File: src/rtl/riscv_types.sv
// Shared RISC-V core types: XLEN, register addresses, ALU operand bundle
// and the issue/writeback entry carried by the ALU issue arbiter.
package riscv_types;

    localparam int XLEN            = 32;
    localparam int ALU_ARB_MAX_REQ = 8;

    typedef logic [4:0] rs_addr_t;

    typedef enum logic [3:0] {
        ALU_ADD,
        ALU_SUB,
        ALU_SLT,
        ALU_SLTU,
        ALU_AND,
        ALU_OR,
        ALU_XOR,
        ALU_SLL,
        ALU_SRL,
        ALU_SRA
    } alu_op_t;

    typedef struct packed {
        alu_op_t           op;
        logic [XLEN-1:0]   in1;
        logic [XLEN-1:0]   in2;
    } alu_inputs_t;

    // Wide enough for ALU_ARB_MAX_REQ sources.
    typedef logic [2:0] alu_arb_src_t;

    typedef struct packed {
        alu_inputs_t  inputs;
        logic         rd_en;
        rs_addr_t     rd_addr;
        alu_arb_src_t src;
    } alu_issue_t;

endpackage

File: src/rtl/alu_rr_arbiter.sv
// Request arbiter for the ALU issue slot.
// ALU_ARB_RR_EN: round-robin with pointer; otherwise fixed lowest-index priority.
module alu_rr_arbiter #(
    parameter int NUM_REQ = 2
) (
    input  logic               clk_i,
    input  logic               rst_i,
    input  logic [NUM_REQ-1:0] req_i,
    input  logic               advance_i,
    output logic [NUM_REQ-1:0] grant_o
);

    function automatic logic [NUM_REQ-1:0] first_one(
        input logic [NUM_REQ-1:0] v
    );
        return v & (~v + NUM_REQ'(1));
    endfunction

`ifdef ALU_ARB_RR_EN
    localparam int PTR_W = $clog2(NUM_REQ);

    logic [PTR_W-1:0]   ptr_q;
    logic [PTR_W-1:0]   ptr_d;
    logic [NUM_REQ-1:0] above;
    logic [NUM_REQ-1:0] hi_req;

    // Requests strictly above the pointer win first; otherwise wrap to index 0.
    always_comb begin
        above = '0;
        for (int i = 0; i < NUM_REQ; i++) begin
            above[i] = (i > int'(ptr_q));
        end
    end

    assign hi_req  = req_i & above;
    assign grant_o = (|hi_req) ? first_one(hi_req) : first_one(req_i);

    always_comb begin
        ptr_d = ptr_q;
        for (int i = 0; i < NUM_REQ; i++) begin
            if (advance_i && grant_o[i]) begin
                ptr_d = PTR_W'(i);
            end
        end
    end

    always_ff @(posedge clk_i) begin
        if (rst_i) begin
            ptr_q <= PTR_W'(NUM_REQ - 1);
        end else begin
            ptr_q <= ptr_d;
        end
    end
`else
    logic unused_fixed;

    assign grant_o      = first_one(req_i);
    assign unused_fixed = ^{clk_i, rst_i, advance_i};
`endif

endmodule

File: src/rtl/alu_issue_arbiter.sv
// Shares one combinational ALU among NUM_REQ issue sources: ISSUE then WB register.
// Define ALU_ARB_RR_EN for round-robin arbitration (fixed priority otherwise).
module alu_issue_arbiter
    import riscv_types::*;
#(
    parameter int NUM_REQ = 2,
    parameter int ID_W    = 4
) (
    input  logic                          clk,
    input  logic                          rst,
    input  logic [NUM_REQ-1:0]            req_valid,
    output logic [NUM_REQ-1:0]            req_ready,
    input  alu_inputs_t [NUM_REQ-1:0]     req_inputs,
    input  logic [NUM_REQ-1:0]            req_rd_en,
    input  rs_addr_t [NUM_REQ-1:0]        req_rd_addr,
    input  logic [NUM_REQ-1:0][ID_W-1:0]  req_id,
    output alu_inputs_t                   alu_inputs,
    output logic                          alu_rd_en,
    output rs_addr_t                      alu_rd_addr,
    input  logic [XLEN-1:0]               alu_result,
    output logic                          wb_valid,
    input  logic                          wb_ready,
    output logic                          wb_rd_en,
    output rs_addr_t                      wb_rd_addr,
    output logic [XLEN-1:0]               wb_data,
    output logic [$clog2(NUM_REQ)-1:0]    wb_src,
    output logic [ID_W-1:0]               wb_id,
    output logic                          busy
);

    localparam int SRC_W = $clog2(NUM_REQ);

    logic               iss_v_q;
    logic               iss_v_d;
    alu_issue_t         iss_q;
    logic [ID_W-1:0]    iss_id_q;

    logic               wb_v_q;
    logic               wb_v_d;
    alu_issue_t         wb_q;
    logic [XLEN-1:0]    wb_data_q;
    logic [ID_W-1:0]    wb_id_q;

    logic               wb_adv;
    logic               iss_free;
    logic               hs;
    logic [NUM_REQ-1:0] grant;
    alu_issue_t         sel_op;
    logic [ID_W-1:0]    sel_id;
    logic               unused_wb;

    assign wb_adv   = iss_v_q & (~wb_v_q | wb_ready);
    assign iss_free = ~iss_v_q | wb_adv;

    alu_rr_arbiter #(
        .NUM_REQ (NUM_REQ)
    ) u_arb (
        .clk_i     (clk),
        .rst_i     (rst),
        .req_i     (req_valid),
        .advance_i (hs),
        .grant_o   (grant)
    );

    assign req_ready = grant & {NUM_REQ{iss_free & ~rst}};
    assign hs        = |req_ready;

    always_comb begin
        sel_op = '0;
        sel_id = '0;
        for (int i = 0; i < NUM_REQ; i++) begin
            if (grant[i]) begin
                sel_op.inputs  = req_inputs[i];
                sel_op.rd_en   = req_rd_en[i];
                sel_op.rd_addr = req_rd_addr[i];
                sel_op.src     = alu_arb_src_t'(i);
                sel_id         = req_id[i];
            end
        end
    end

    // A reload wins over the drain so a full pipe keeps streaming.
    always_comb begin
        iss_v_d = iss_v_q;
        wb_v_d  = wb_v_q;
        if (hs) begin
            iss_v_d = 1'b1;
        end else if (wb_adv) begin
            iss_v_d = 1'b0;
        end
        if (wb_adv) begin
            wb_v_d = 1'b1;
        end else if (wb_ready) begin
            wb_v_d = 1'b0;
        end
    end

    always_ff @(posedge clk) begin
        if (rst) begin
            iss_v_q <= 1'b0;
            wb_v_q  <= 1'b0;
        end else begin
            iss_v_q <= iss_v_d;
            wb_v_q  <= wb_v_d;
        end
    end

    always_ff @(posedge clk) begin
        if (hs) begin
            iss_q    <= sel_op;
            iss_id_q <= sel_id;
        end
        if (wb_adv) begin
            wb_q      <= iss_q;
            wb_data_q <= alu_result;
            wb_id_q   <= iss_id_q;
        end
    end

    assign alu_inputs  = iss_q.inputs;
    assign alu_rd_en   = iss_v_q & iss_q.rd_en;
    assign alu_rd_addr = iss_q.rd_addr;

    assign wb_valid    = wb_v_q;
    assign wb_rd_en    = wb_q.rd_en;
    assign wb_rd_addr  = wb_q.rd_addr;
    assign wb_data     = wb_data_q;
    assign wb_src      = wb_q.src[SRC_W-1:0];
    assign wb_id       = wb_id_q;
    assign busy        = iss_v_q | wb_v_q;

    assign unused_wb   = ^{wb_q.inputs, wb_q.src};

endmodule

File: config.mk
export PLATFORM = sky130hd
export DESIGN_NAME = alu_issue_arbiter
export DESIGN_NICKNAME = d
export VERILOG_FILES = /design/src/rtl/riscv_types.sv /design/src/rtl/alu_rr_arbiter.sv /design/src/rtl/alu_issue_arbiter.sv
export SDC_FILE = /design/constraint.sdc
export NUM_CORES = 1
export LEC_CHECK = 0
export CORE_ASPECT_RATIO = 1.2
export CORE_MARGIN = 4
export CORE_UTILIZATION = 34
export DETAILED_ROUTE_END_ITERATION = 12
export PLACE_DENSITY = 0.77
export SYNTH_ARGS = -nofsm -noshare
export SYNTH_HDL_FRONTEND = slang
export SYNTH_HIERARCHICAL = 1
export SYNTH_SLANG_ARGS = --single-unit
File: constraint.sdc
create_clock -name clk -period 7.91 [get_ports clk]
set_clock_uncertainty 0.15 [all_clocks]
set_input_delay 1.1865 -clock clk [delete_from_list [all_inputs] [get_ports clk]]
set_output_delay 1.1865 -clock clk [all_outputs]
set_load 0.01 [all_outputs]
==> metrics.txt, run 1 <==
power share of the combinational group 0.148; synthesized area 5162 um^2; worst-skew pair later-pin latency 0.40 ns; setup_tns 0 ns; core area 14960 um^2; Routed Antenna Nets 0; critical path class in -> out; vias in the first global route 3709; status completed; P per Cell Area 210.6 nW/um^2; r2r startpoint wb_valid; Hold Vio Cnt, Final 0; overall routing resource usage 0.1626; FMAX 247.8 MHz; I/O pins 314; synth top area cells edfxtp_1 71%, a22o_1 13%, buf_4 11%; final instance area 8496 um^2; WP data arrival 2.70 ns; drt via density 4.557; first-pass GRT wire length 21090 um; prevailing post-synth register cell edfxtp_1; Placed Instance Area 7921 um^2; share of cells above drive strength 1 0.07042; min Tclk post-route 4.036 ns; Worst Setup SP wb_ready; Final Max Slew Viols 0; CP required 6.57 ns; Max VDD drop 0.1354 mV; H-tree depth 4; # fillers 1217; drt wl/cell 18.80 um; Distinct cells, synth 21; post-CTS resize count 0; Yosys reg bits 124; Synth area leader edfxtp_1; P_int 1.362 mW; Slew @ Worst Pin 1.016 ns; switching fraction of total power 0.2387; RSZ-0062 raised after global routing false; register area share after synthesis 0.7174; Worst Hold Class reg -> reg; EDFF count, synth 122; GRT overflow 0; DR vias 3518; CP endpoint kind output pin; clk sinks 124; Yosys top cell area share 0.7096; DIE WIDTH 120.5 um; Die Y 143.0 um; crit start category input port; DR iter-0 viols 145; routability cong. 0.7772; normalized max-slew margin 0.3226; number of setup buffers added after CTS 0; Tcrit/Tclk final 0.5102; NetSw 0.4270 mW; WHS 0.2695 ns; hold_sp iss_id_q[2]; leakage 3.058 nW; # DRC 0; WL final 14510 um; DR pass1 iterations 4; Layout Utilization 0.5679; max-cap violations 0; reg2reg setup slack 6.04 ns; initial antenna violation count 0; Flop pwr share 0.440; Clk pwr share 0.412; Post-DP HPWL 11030 um; Root Buffer clkbuf_16; CTS tree yes; Mapped Nets 504; initial core utilization 0.3451; IO buf count 313; CP max FO 3; CTS Hold Bufs 0; antenna diode count 0; Worst-path clk slew 0.06 ns; area added between synthesis and finish 64.57%; number of synthesis warnings 6; largest net degree at the start of global routing 83; CTS Buffer Depth 2; Async SR Flop Fraction 0; clock buffer count from CTS 17; Final Setup Violations 0; Nets 748; Mapped Avg Cell Area 16.60 um^2; row count 49; area of the die 17230 um^2; Cells after Synth 311
-- registers in the layout, summed over array words and instances, names as in the netlist, 2 cells and up --
signal       count
wb_id            4
alu_rd_addr      5
iss_id_q         4
alu_inputs      68
iss_q            2
wb_data         32
wb_rd_addr       5
-- worst max-delay path, stage by stage --
cell             delay, ns
clkdlybuf4s50_1       0.49
and3b_1               0.22
nor3b_1               0.22
clkdlybuf4s50_1       0.59
-- final timing paths --
| path | end | cells past startpoint |
|---|---|---|
| setup / recovery | req_ready[1] | 4 |
| setup reg to reg | wb_id[1] | 2 |
| hold / removal | wb_id[2] | 0 |
| hold reg to reg | wb_id[2] | 0 |
-- power by group through the flow --
stage	logic, mW	registers, mW	clock network [mW]
finish	0.264	0.788	0.737
global route	0.280	0.791	0.793
CTS	0.268	0.788	0.756
detailed placement	0.266	0.802	0
global placement	0.261	0.801	0
floorplan	0.103	0.810	0
-- layer usage --
layer	GRT usage	part of all wire	wire length, um
met5	0	0	0
met4	0.06265	0.022	325
met3	0.05547	0.075	1087
met2	0.2906	0.54	7782
met1	0.1781	0.37	5317
-- cells in the final DEF, fill, tap and decap left out, types with 3 or more instances in the layout --
| cell type | n |
|---|---|
| a22o_1 | 77 |
| edfxtp_1 | 122 |
| inv_8 | 3 |
| clkdlybuf4s50_1 | 313 |
| buf_4 | 4 |
| inv_6 | 6 |
| clkinvlp_4 | 4 |
| clkbuf_16 | 17 |
-- through the flow --
stage | worst slack [ns] | std cells | total power [mW]
2_1_floorplan | 0.2818 | 311 | 0.9131
3_3_place_gp | 3.936 | 740 | 1.062
3_5_place_dp | 3.837 | 740 | 1.069
4_1_cts | 3.837 | 772 | 1.812
5_1_grt | 3.804 | 772 | 1.864
6_report | 3.874 | 772 | 1.789
-- area by class of cell --
type,instances,area (um^2),share of cell area
sequential,124,3704,0.4359
timing repair buffer,317,3163,0.3723
multi-input combinational,94,795.8,0.09367
clock buffer,17,425.4,0.05007
tap,204,255.2,0.03004
clock inverter,15,148.9,0.01753
inverter,1,3.754,0.0004418
-- Yosys cell counts, types with 2 or more instances --
cell type	count
edfxtp_1	122
nand2_1	2
a22o_1	77
clkbuf_1	7
and2_1	2
a21oi_1	2
buf_4	75
nor3b_1	2
dfxtp_1	2
buf_2	5
buf_6	5
-- kinds of logic after synthesis --
family,count (synthesis),synth area share
simple gates,14,0.01842
flops,124,0.7174
buf+inv,93,0.1306
compound gates,80,0.1335
Power figures use the tool's default switching activity.
==> run 2: changes to the inputs <==
- CORE_UTILIZATION: 34 -> 37
- PLACE_DENSITY: 0.77 -> 0.8
- clock period: 7.91 -> 4.11 ns (I/O delays scaled with it)
==> run 2 against run 1 <==
- clock power rose by 95%
- power increased by 94%
- largest power group unchanged
- combinational power grew 95%
- core utilization rose by 4.9 points
- hold slack got worse by 0.0022 ns
- global-route usage is 1.4 points higher
- critical path depth unchanged
- worst setup slack worse by 2.8 ns
- sequential cell count unchanged
- cell area decreased by 0.12%
- count of clock-buffer cells in the layout is the same
==> metrics.txt, run 2 (synthesis results as in run 1) <==
status completed; drt via density 4.739; Hold Vio Cnt, Final 0; WL final 14900 um; most common cell after layout, fill and taps aside clkdlybuf4s50_1; CTS tree yes; Tot Pwr 3.471 mW; clk sinks 124; overall routing resource usage 0.1769; drt wl/cell 20.17 um; WP data arrival 2.25 ns; Worst-path clk slew 0.06 ns; CP endpoint kind output pin; core area 13760 um^2; max FFs per register 68; Final Max Slew Viols 0; most frequent cells in the layout 313 x clkdlybuf4s50_1, 122 x edfxtp_1, 77 x a22o_1; area of the die 15910 um^2; clock buffer count from CTS 17; final instance area 8486 um^2; DR vias 3502; initial antenna violation count 0; Placed Instance Area 7911 um^2; CTS Buffer Depth 2; P per Cell Area 409.0 nW/um^2; crit start category input port; # DRC 0; row count 47; r2r startpoint iss_v_q; H-tree depth 4; Die Y 137.4 um; setup_tns 0 ns; DR pass1 iterations 4; GRT overflow 0; Worst Setup SP wb_ready; FMAX 331.6 MHz; number of setup buffers added after CTS 0; largest net degree at the start of global routing 81; post-CTS resize count 0; worst-skew pair later-pin latency 0.40 ns; first-pass GRT wire length 20790 um; Tcrit/Tclk final 0.7338; Final Setup Violations 0; vias in the first global route 3653; Slew @ Worst Pin 1.038 ns; # fillers 1069; min Tclk post-route 3.016 ns; CP required 3.34 ns; max-cap violations 0; Post-DP HPWL 11210 um; Nets 748; DR iter-0 viols 157; Worst Hold Class reg -> reg; initial core utilization 0.3752; Root Buffer clkbuf_16; hold_sp iss_id_q[0]; I/O pins 314; critical path class in -> out; CTS Hold Bufs 0; RSZ-0062 raised after global routing false; antenna diode count 0; Routed Antenna Nets 0; leakage 3.075 nW; DIE WIDTH 115.8 um; Max VDD drop 0.3587 mV; area added between synthesis and finish 64.37%; normalized max-slew margin 0.3083; share of cells above drive strength 1 0.06514; CP max FO 3; IO buf count 313; routability cong. 0.7499
## run 2: changes by cell type in the layout (fill, tap and decap cells not counted)
cell | previous run | this run
inv_8 | 3 | 0
nor3_2 | 1 | 0
clkinv_4 | 0 | 4
clkinv_1 | 0 | 3
clkinv_8 | 2 | 0
inv_6 | 6 | 2
clkinv_2 | 0 | 2
buf_4 | 4 | 2
clkinvlp_4 | 4 | 2
buf_12 | 0 | 2
nor3_4 | 0 | 1
bufinv_16 | 0 | 2
## run 2: final cells by class
class | instances | area (um^2) | share of cell area
sequential | 124 | 3704 | 0.4364
inverter | 1 | 3.754 | 0.0004423
timing repair buffer | 317 | 3188 | 0.3757
multi-input combinational | 94 | 802.0 | 0.09451
clock inverter | 15 | 148.9 | 0.01755
tap | 171 | 214.0 | 0.02521
clock buffer | 17 | 425.4 | 0.05013
## run 2: path summary, 6_finish.rpt
| check | slack [ns] | end | cells past startpoint |
|---|---|---|---|
| setup / recovery | 1.09 | req_ready[0] | 4 |
| hold / removal | 0.27 | wb_id[0] | 0 |
| setup reg to reg | 2.26 | alu_inputs[16] | 3 |
| hold reg to reg | 0.27 | wb_id[0] | 0 |
## run 2: critical path, stage by stage
cell	delay, ns
clkdlybuf4s50_1	0.48
and3b_1	0.24
nor3b_1	0.30
clkdlybuf4s50_1	0.61
## run 2: through the flow
step                cells  worst slack (ns)    util  hold WS, ns
detailed placement    707            0.9819  0.5749       0.2556
global placement      707             1.073  0.5749       0.2521
finish                739             1.094  0.6167       0.2673
global route          739             1.006  0.6167       0.2766
CTS                   739             1.083  0.6167       0.2657
floorplan             311            0.6586       -       0.2503
## run 2: layer usage
| metal | part of all wire | track usage | vias to the layer above |
|---|---|---|---|
| met3 | 0.083 | 0.05888 | 14 |
| met4 | 0.015 | 0.06061 | 0 |
| met2 | 0.55 | 0.3228 | 183 |
| met1 | 0.35 | 0.1903 | 1675 |
| met5 | 0 | 0 | - |
| li1 | - | - | 1630 |
## run 2: power by group
group,internal (mW),switching [mW],total (mW),leakage [nW]
clock network,0.890,0.548,1.44,0.276
registers,1.49,0.0235,1.52,1.19
logic,0.329,0.187,0.516,1.61
==> RTL change: new RTL, settings of run 1 <==
Change the parameter `ID_W` from 4 to 6.
--- a/src/rtl/alu_issue_arbiter.sv
+++ b/src/rtl/alu_issue_arbiter.sv
@@ -4,7 +4,7 @@
     import riscv_types::*;
 #(
     parameter int NUM_REQ = 2,
-    parameter int ID_W    = 4
+    parameter int ID_W    = 6
 ) (
     input  logic                          clk,
     input  logic                          rst,
Ports: changed (resized req_id and wb_id); port bits go from 314 to 320. No check against the original RTL was run, so the function may have changed too.
==> RTL change against run 1 <==
Setup slack worse by 0.0046 ns. Cell area rose by 2.1%. Core utilization is 0.48 points higher. Synthesized area grew 2.5%. Global-route usage fell by 0.52 points. Register-to-register slack worse by 0.23 ns. Combinational power grew 2%. Clock power shrank 0.8%. Power up 1.4%. Wire length increased by 0.48%. Sequential cell count is 4 higher. Count of clock-buffer cells in the layout up 1. Critical path type unchanged. Critical endpoint is now req_ready[0].
==> RTL change: results (changes against run 1) <==
stage	metric	value	unit	change
grt	first-pass GRT wire length	20700	um	-2.0%
pwr	maximum vdd drop	102	uV	-25%
logic_synthesis	Seq/Total Area, Yosys	0.722		+0.00506
grt	vias in the first global route	3873		+4.4%
logic_synthesis	Post-synth EDFFs	126		+3.3%
cells_and_area	layout cells sized above 1	0.0674		-0.00307
cells_and_area	fin nets	763		+2.0%
grt	pin count of the biggest net entering global routing	85		+2.4%
pwr	switching part of the total power	0.223		-0.0159
setup_path	worst setup path endpoint	req_ready[0]		
placed_design	Placed Instances	751		+1.5%
timing	Worst Max-Slew Pin Slew	1.05	ns	+0.0362 ns
drt	DR WL/cell	18.6	um	-0.94%
timing	Max Fclk	0.248	GHz	-0.11%
logic_synthesis	synthesized net count	514		+2.0%
logic_synthesis	commonest cells in the netlist	edfxtp_1, a22o_1, buf_4		
cells_and_area	Cell Count, Final, Fillers Out	783		+1.4%
setup_path	R2R Setup Slk	5.81	ns	-0.23 ns
setup_path	r2r worst-path depth	3		+1
drt	detail-routed via count per cell	4.57		+0.36%
pwr	Leak	3.12	nW	+2.1%
setup_path	FF-to-FF End	iss_id_q[4]		
outcome	run status	complete, no violations		
setup_path	crit path DAT	2.70	ns	about the same
drt	DR pass1 iterations	6		+2
placed_design	Final HPWL DP	11100	um	+0.34%
-- RTL change: cell families after synthesis --
family,Yosys count,share of synthesized area
flops,128,0.722
buf+inv,93,0.126
compound gates,82,0.134
simple gates,14,0.0180
-- RTL change: worst min path at each step --
stage | startpoint | to | cells past startpoint
2_1_floorplan | iss_id_q[0] | wb_id[0] | 0
4_1_cts | iss_q[0] | wb_src | 0
5_1_grt | iss_id_q[5] | wb_id[5] | 0
6_report | iss_q[0] | wb_src | 0
3_3_place_gp | iss_id_q[0] | wb_id[0] | 0
3_5_place_dp | iss_q[0] | wb_src | 0
-- RTL change: metrics by stage --
step	hold slack [ns]	cell area (um^2)	util	power, W
floorplan	0.250	5290	-	0.000940
global placement	0.251	8110	0.536	0.00109
detailed placement	0.256	8110	0.536	0.00110
CTS	0.268	8670	0.573	0.00184
global route	0.282	8670	0.573	0.00188
finish	0.267	8670	0.573	0.00181
-- RTL change: area by class of cell --
cell class                 instances  area, um^2
clock buffer                      18         429
clock inverter                    14         133
fill                            1222        6470
inverter                           1        3.75
multi-input combinational         96         813
sequential                       128        3820
tap                              204         255
timing repair buffer             322        3220
-- RTL change: power groups by stage --
stage	sequential, W	combinational [W]	clock (W)
2_1_floorplan	0.000836	0.000104	0
3_3_place_gp	0.000827	0.000266	0
3_5_place_dp	0.000828	0.000272	0
4_1_cts	0.000815	0.000273	0.000752
5_1_grt	0.000818	0.000285	0.000780
6_report	0.000814	0.000269	0.000731
-- RTL change: routing by layer --
layer / GRT usage / part of all wire / up-vias
li1: - / - / 1666
met1: 0.151 / 0.32 / 1698
met2: 0.294 / 0.55 / 192
met3: 0.0638 / 0.095 / 25
met4: 0.0702 / 0.026 / 0
met5: 0 / 0 / -
-- RTL change: worst max-delay path: cells and delay by family --
| kind | cells | cell delay, ns |
|---|---|---|
| buffers and inverters | 2 | 1.09 |
| AND/OR/NAND/NOR | 2 | 0.44 |
